==> src/rtl/mlp_sequencer.sv <==
// mlp_sequencer -- evaluates an N-input, H-hidden-neuron, single-output MLP
// with signed Q16.16 arithmetic, fetching one weight per cycle from an
// external synchronous ROM.
//
// Ports:
//   ADC_CLK_10  clock, all state changes on its rising edge
//   reset       asynchronous active-high reset
//   start       one-cycle evaluation request (accepted only in IDLE)
//   abort       synchronous cancel of a running evaluation
//   entradas    N flattened 32-bit Q16.16 inputs, entry i at [32*i +: 32]
//   w_addr      weight ROM address (0 when not issuing)
//   w_data      weight ROM data, valid one cycle after w_addr
//   busy        high while an evaluation is running
//   done        one-cycle pulse when score/resultado are updated
//   score       output neuron value before thresholding, Q16.16
//   resultado   1 when score is strictly positive
module mlp_sequencer #(
  parameter int N               = 6,
  parameter int H               = 4,
  parameter int QtdBitsDecimais = 16
) (
  input  logic            ADC_CLK_10,
  input  logic            reset,
  input  logic            start,
  input  logic            abort,
  input  logic [32*N-1:0] entradas,
  output logic [7:0]      w_addr,
  input  logic [31:0]     w_data,
  output logic            busy,
  output logic            done,
  output logic [31:0]     score,
  output logic            resultado
);

  localparam int NW = $clog2(N);
  localparam int HW = $clog2(H);
  localparam logic [7:0] K_LAST_HID = 8'(N);
  localparam logic [7:0] K_LAST_OUT = 8'(H);
  localparam logic [7:0] H_LAST     = 8'(H - 1);
  localparam logic [7:0] OUT_BASE   = 8'(H * (N + 1));

  typedef enum logic [2:0] {IDLE, HID_MAC, HID_ACT, OUT_MAC, OUT_FIN, DONE} state_t;

  state_t      state_reg, state_next;
  logic [7:0]  h_reg, h_next, k_reg, k_next;
  logic [31:0] acc_reg, acc_next;
  logic        pend_reg, pend_next;   // a ROM word arrives this cycle
  logic        bias_reg, bias_next;   // that word is a bias (added unscaled)
  logic [31:0] op_reg, op_next;       // operand paired with the arriving word
  logic [31:0] score_reg, score_next;
  logic        res_reg, res_next;
  logic        load_in, hid_we, clear_hid;

  logic [31:0] entradas_arr [N];
  logic [31:0] in_reg       [N];
  logic [31:0] hidden_reg   [H];

  logic [31:0] prod_term, term, acc_sum, relu;

  generate
    for (genvar gi = 0; gi < N; gi++) begin : g_unpack
      assign entradas_arr[gi] = entradas[32*gi +: 32];
    end
  endgenerate

  // Full 64-bit signed product, rescaled back to Q16.16 and truncated.
  assign prod_term = 32'(($signed({{32{op_reg[31]}}, op_reg}) *
                          $signed({{32{w_data[31]}}, w_data})) >>> QtdBitsDecimais);
  assign term      = bias_reg ? w_data : prod_term;
  // The last word of each MAC sweep lands in the ACT/FIN cycle, so the
  // activation and the score both see the accumulator including it.
  assign acc_sum   = pend_reg ? acc_reg + term : acc_reg;
  assign relu      = acc_sum[31] ? 32'd0 : acc_sum;

  assign busy      = (state_reg == HID_MAC) || (state_reg == HID_ACT) ||
                     (state_reg == OUT_MAC) || (state_reg == OUT_FIN);
  assign done      = (state_reg == DONE);
  assign score     = score_reg;
  assign resultado = res_reg;

  always_ff @(posedge ADC_CLK_10 or posedge reset) begin
    if (reset) state_reg <= IDLE;
    else       state_reg <= state_next;
  end

  always_comb begin
    state_next = state_reg;
    h_next     = h_reg;
    k_next     = k_reg;
    acc_next   = acc_sum;
    pend_next  = 1'b0;
    bias_next  = 1'b0;
    op_next    = '0;
    score_next = score_reg;
    res_next   = res_reg;
    load_in    = 1'b0;
    hid_we     = 1'b0;
    clear_hid  = 1'b0;
    w_addr     = '0;
    case (state_reg)
      IDLE: begin
        acc_next = '0;
        if (start && !abort) begin
          load_in    = 1'b1;
          h_next     = '0;
          k_next     = '0;
          state_next = HID_MAC;
        end
      end
      HID_MAC: begin
        w_addr    = 8'(h_reg * (N + 1)) + k_reg;
        pend_next = 1'b1;
        if (k_reg == K_LAST_HID) begin
          bias_next  = 1'b1;
          k_next     = '0;
          state_next = HID_ACT;
        end else begin
          op_next = in_reg[k_reg[NW-1:0]];
          k_next  = k_reg + 8'd1;
        end
      end
      HID_ACT: begin
        hid_we   = 1'b1;
        acc_next = '0;
        if (h_reg < H_LAST) begin
          h_next     = h_reg + 8'd1;
          state_next = HID_MAC;
        end else begin
          h_next     = '0;
          state_next = OUT_MAC;
        end
      end
      OUT_MAC: begin
        w_addr    = OUT_BASE + k_reg;
        pend_next = 1'b1;
        if (k_reg == K_LAST_OUT) begin
          bias_next  = 1'b1;
          k_next     = '0;
          state_next = OUT_FIN;
        end else begin
          op_next = hidden_reg[k_reg[HW-1:0]];
          k_next  = k_reg + 8'd1;
        end
      end
      OUT_FIN: begin
        score_next = acc_sum;
        res_next   = $signed(acc_sum) > 32'sd0;
        acc_next   = '0;
        state_next = DONE;
      end
      DONE: state_next = IDLE;
      default: state_next = IDLE;
    endcase
    // Abort overrides whatever the running state wanted; the previous
    // result stays visible.
    if (abort && busy) begin
      state_next = IDLE;
      h_next     = '0;
      k_next     = '0;
      acc_next   = '0;
      pend_next  = 1'b0;
      bias_next  = 1'b0;
      op_next    = '0;
      score_next = score_reg;
      res_next   = res_reg;
      hid_we     = 1'b0;
      clear_hid  = 1'b1;
    end
  end

  always_ff @(posedge ADC_CLK_10 or posedge reset) begin
    if (reset) begin
      h_reg     <= '0;
      k_reg     <= '0;
      acc_reg   <= '0;
      pend_reg  <= 1'b0;
      bias_reg  <= 1'b0;
      op_reg    <= '0;
      score_reg <= '0;
      res_reg   <= 1'b0;
      for (int i = 0; i < N; i++) in_reg[i] <= '0;
      for (int i = 0; i < H; i++) hidden_reg[i] <= '0;
    end else begin
      h_reg     <= h_next;
      k_reg     <= k_next;
      acc_reg   <= acc_next;
      pend_reg  <= pend_next;
      bias_reg  <= bias_next;
      op_reg    <= op_next;
      score_reg <= score_next;
      res_reg   <= res_next;
      if (load_in) begin
        for (int i = 0; i < N; i++) in_reg[i] <= entradas_arr[i];
      end
      if (clear_hid) begin
        for (int i = 0; i < H; i++) hidden_reg[i] <= '0;
      end else if (hid_we) begin
        hidden_reg[h_reg[HW-1:0]] <= relu;
      end
    end
  end

endmodule
==> config.mk <==
export PLATFORM = sky130hd
export DESIGN_NAME = mlp_sequencer
export DESIGN_NICKNAME = d
export VERILOG_FILES = /design/src/rtl/mlp_sequencer.sv
export SDC_FILE = /design/constraint.sdc
export NUM_CORES = 2
export LEC_CHECK = 0
export ABC_AREA = 1
export CORE_MARGIN = 5
export CORE_UTILIZATION = 60
export CTS_BUF_LIST = sky130_fd_sc_hd__clkbuf_8
export DETAILED_ROUTE_END_ITERATION = 8
export GPL_ROUTABILITY_DRIVEN = 1
export PLACE_DENSITY = 0.88
export SYNTH_ARGS = -nofsm -noshare
export SYNTH_HDL_FRONTEND = slang
export SYNTH_SLANG_ARGS = --single-unit
==> constraint.sdc <==
create_clock -name ADC_CLK_10 -period 40.3 [get_ports ADC_CLK_10]
set_input_delay 12.09 -clock ADC_CLK_10 [delete_from_list [all_inputs] [get_ports ADC_CLK_10]]
set_output_delay 12.09 -clock ADC_CLK_10 [all_outputs]
set_load 0.01 [all_outputs]
==> impl_metrics.json <==
{
  "wl_met2_um": 72400,
  "tightest_slew_ns": 1.19,
  "grt_max_degree": 119,
  "n_fill_cell": 6586,
  "fp.dieW_um": 306,
  "antenna_found_initial": 10,
  "syn_to_final_growth_pct": 9.20,
  "cts_buffer_depth": 3,
  "rsz0062_at_grt": "no",
  "fin_setup_tns_ns": 0,
  "cp.buffers_inverters": 9,
  "drc_errors": 0,
  "initial_core_util_pct": 60.5,
  "maxCapViolations": 0,
  "insertion_delay_ns": 0.67,
  "status": "complete, no violations",
  "period_share_pct": 55.2,
  "synth_edf_count": 0,
  "cp.required_ns": 40.83,
  "syn_area_um2": 52500,
  "fmax_mhz": 44.9,
  "cts_buffers": 57,
  "grt_pass1_vias": 47422,
  "cp_max_fo": 33,
  "synth_flop_cell": "dfrtp_1",
  "max-slew-margin-rel_pct": 20.2,
  "skew_ns": 0.0539,
  "synthArstFlopShare_pct": 100,
  "syn_area_per_cell_um2": 8.11,
  "rows": 108,
  "fp.coreArea_um2": 86800,
  "worst_setup_path_end_kind": "register",
  "cpLargestDelayFamily": "adder cells",
  "viasPerCell": 5.62,
  "hp-class": "reg2reg",
  "crit_top_cell": "nand2_1",
  "wl_um": 149000,
  "crit_type": "in2reg",
  "wl_per_cell_um": 19.2,
  "syn-instance-count": 6473,
  "grt_use_total_pct": 31.9,
  "largest_register_ffs": 192,
  "yosysSeqAreaShare_pct": 20.7,
  "vias": 43630,
  "die-height_um": 306,
  "period_minus_slack_ns": 22.26,
  "slew_violations": 0,
  "wl_met1_um": 51600,
  "crit_arrival_ns": 22.79,
  "synthDistinctLibCells": 53,
  "gp_congestion": 0.969,
  "yosys.area.top_type": "fa_1",
  "drtIter0Drc": 3985,
  "synthDominantCellAreaShare_pct": 32.4,
  "overflow": 0,
  "ys_ff_latch": 434,
  "post-cts-setup-buffers": 0,
  "clk_pin_slew_ns": 0.07,
  "first_pass_iters": 6,
  "setup_viol": 0,
  "slowest_delay_ns": 0.77,
  "grt_pass1_wl_um": 241000,
  "routed.top_layer": "met5",
  "slowest_stage": "nand2_4",
  "cts_tree": "done",
  "detailed_place_hpwl_um": 113000,
  "clock-sinks": 434,
  "synth_nets": 7776,
  "cts_hold_buf": 0,
  "ys_warn_count": 0,
  "antenna_left": 0,
  "layout-drive-gt1-share_pct": 6.54,
  "route.met3.wl_um": 15600,
  "crit_path_start_kind": "input port",
  "dieArea_um2": 93500,
  "fin_nets": 7863,
  "cts_resized": 0,
  "htree_levels": 2,
  "hold_violations": 0,
  "clock-root-buffer": "clkbuf_8",
  "synthTopCellsByArea": "fa_1 32%, dfrtp_1 21%, nand2_1 12%, inv_1 11%, ha_1 5.4%",
  "ios": 271,
  "place.port_buffers": 270
}
layout make-up:
class / count / area, µm² / share of cell area, %
Multi-Input combinational cell: 4157 / 34600 / 60.3
Clock inverter: 30 / 194 / 0.338
Antenna cell: 7 / 17.5 / 0.0306
Tap cell: 1155 / 1450 / 2.52
Sequential cell: 434 / 10900 / 19.0
Inverter: 1551 / 5830 / 10.2
Timing Repair Buffer: 359 / 3370 / 5.88
Clock buffer: 76 / 1050 / 1.82
cells in the mapped netlist (3+ instances only):
library cell  count
fa_1            850
a21o_1           17
inv_1          1542
o31ai_1           3
o211a_1           5
clkbuf_1        286
or2_2            29
buf_1            26
buf_2            15
xnor2_1          18
nor2_4           29
nor3_1           19
nand2_1        1667
mux2i_1           5
o22ai_1          69
mux2_2          161
o21a_1            4
o21ai_0         307
nor2_1          329
inv_2             9
dfrtp_1         434
nand4_1          16
a211oi_1          5
and2_1            4
o21bai_1          4
ha_1            225
a21boi_0          3
a21oi_2           3
xor2_1           19
a21oi_1         188
nand3_1         135
o211ai_1          4
nand2_2           5
a31oi_1           8
nand3b_1          7
worst reg2reg max path, delay by kind of cell, from the launching register on:
kind                     cells  cell delay, ns
AO/OA/AOI/OAI                8            1.39
adder cells (fa/ha/maj)     10            4.54
buffers and inverters        8            0.88
flip-flops                   1            0.63
AND/OR/NAND/NOR             20            3.36
per-layer routing:
metal / global-route usage, % / vias up
met4: 18.4 / 6
li1: - / 19175
met3: 7.23 / 658
met2: 53.4 / 2389
met1: 38.2 / 21402
met5: 0 / -
metrics by stage:
stage	cells	hold WS, ns	setup slack [ns]	util, %	instance area, µm²
final	7769	0.478	18.04	66.1	57300
after global routing	7766	0.496	17.48	66.1	57300
after CTS	7762	0.479	18.21	66.1	57300
after detailed placement	7656	0.460	17.52	64.6	56100
after global placement	7656	0.457	17.79	64.6	56100
after floorplan	6473	0.444	16.12	-	52500
cell usage in the layout, fill, tap and decap left out, drive strengths merged, types with 29 or more instances in the layout:
master / synthesis / layout
a21oi: 191 / 191
buf: 45 / 89
clkbuf: 286 / 76
clkdlybuf4s50: 0 / 270
dfrtp: 434 / 434
fa: 850 / 850
ha: 225 / 225
inv: 1551 / 1572
mux2: 161 / 161
nand2: 1673 / 1673
nand3: 137 / 137
nor2: 359 / 359
o21ai: 308 / 308
o22ai: 69 / 69
or2: 29 / 29
cells by family after synthesis:
kind of cell	share of synthesized area [%]
AO/OA/AOI/OAI	6.49
multiplexers	3.55
flip-flops	20.7
adder cells (fa/ha/maj)	37.8
XOR/XNOR	0.648
buffers and inverters	13.6
AND/OR/NAND/NOR	17.3
final timing paths:
kind | endpoint | slack [ns] | from | cells past startpoint
max | hidden_reg[30]$_DFFE_PP0P_ | 18.04 | w_data[7] | 47
min | hidden_reg[53]$_DFFE_PP0P_ | 0.48 | hidden_reg[53]$_DFFE_PP0P_ | 2
max reg2reg | hidden_reg[30]$_DFFE_PP0P_ | 29.41 | op_reg[16]$_DFF_PP0_ | 46
min reg2reg | hidden_reg[53]$_DFFE_PP0P_ | 0.48 | hidden_reg[53]$_DFFE_PP0P_ | 2
max in group asynchronous | op_reg[14]$_DFF_PP0_ | 24.88 | reset | 5
min in group asynchronous | in_reg[162]$_DFFE_PP0P_ | 11.97 | reset | 2
Power is left out: the tool's default activity adds up to more than one toggle a clock period on the data nets, which glitch-free logic cannot reach.
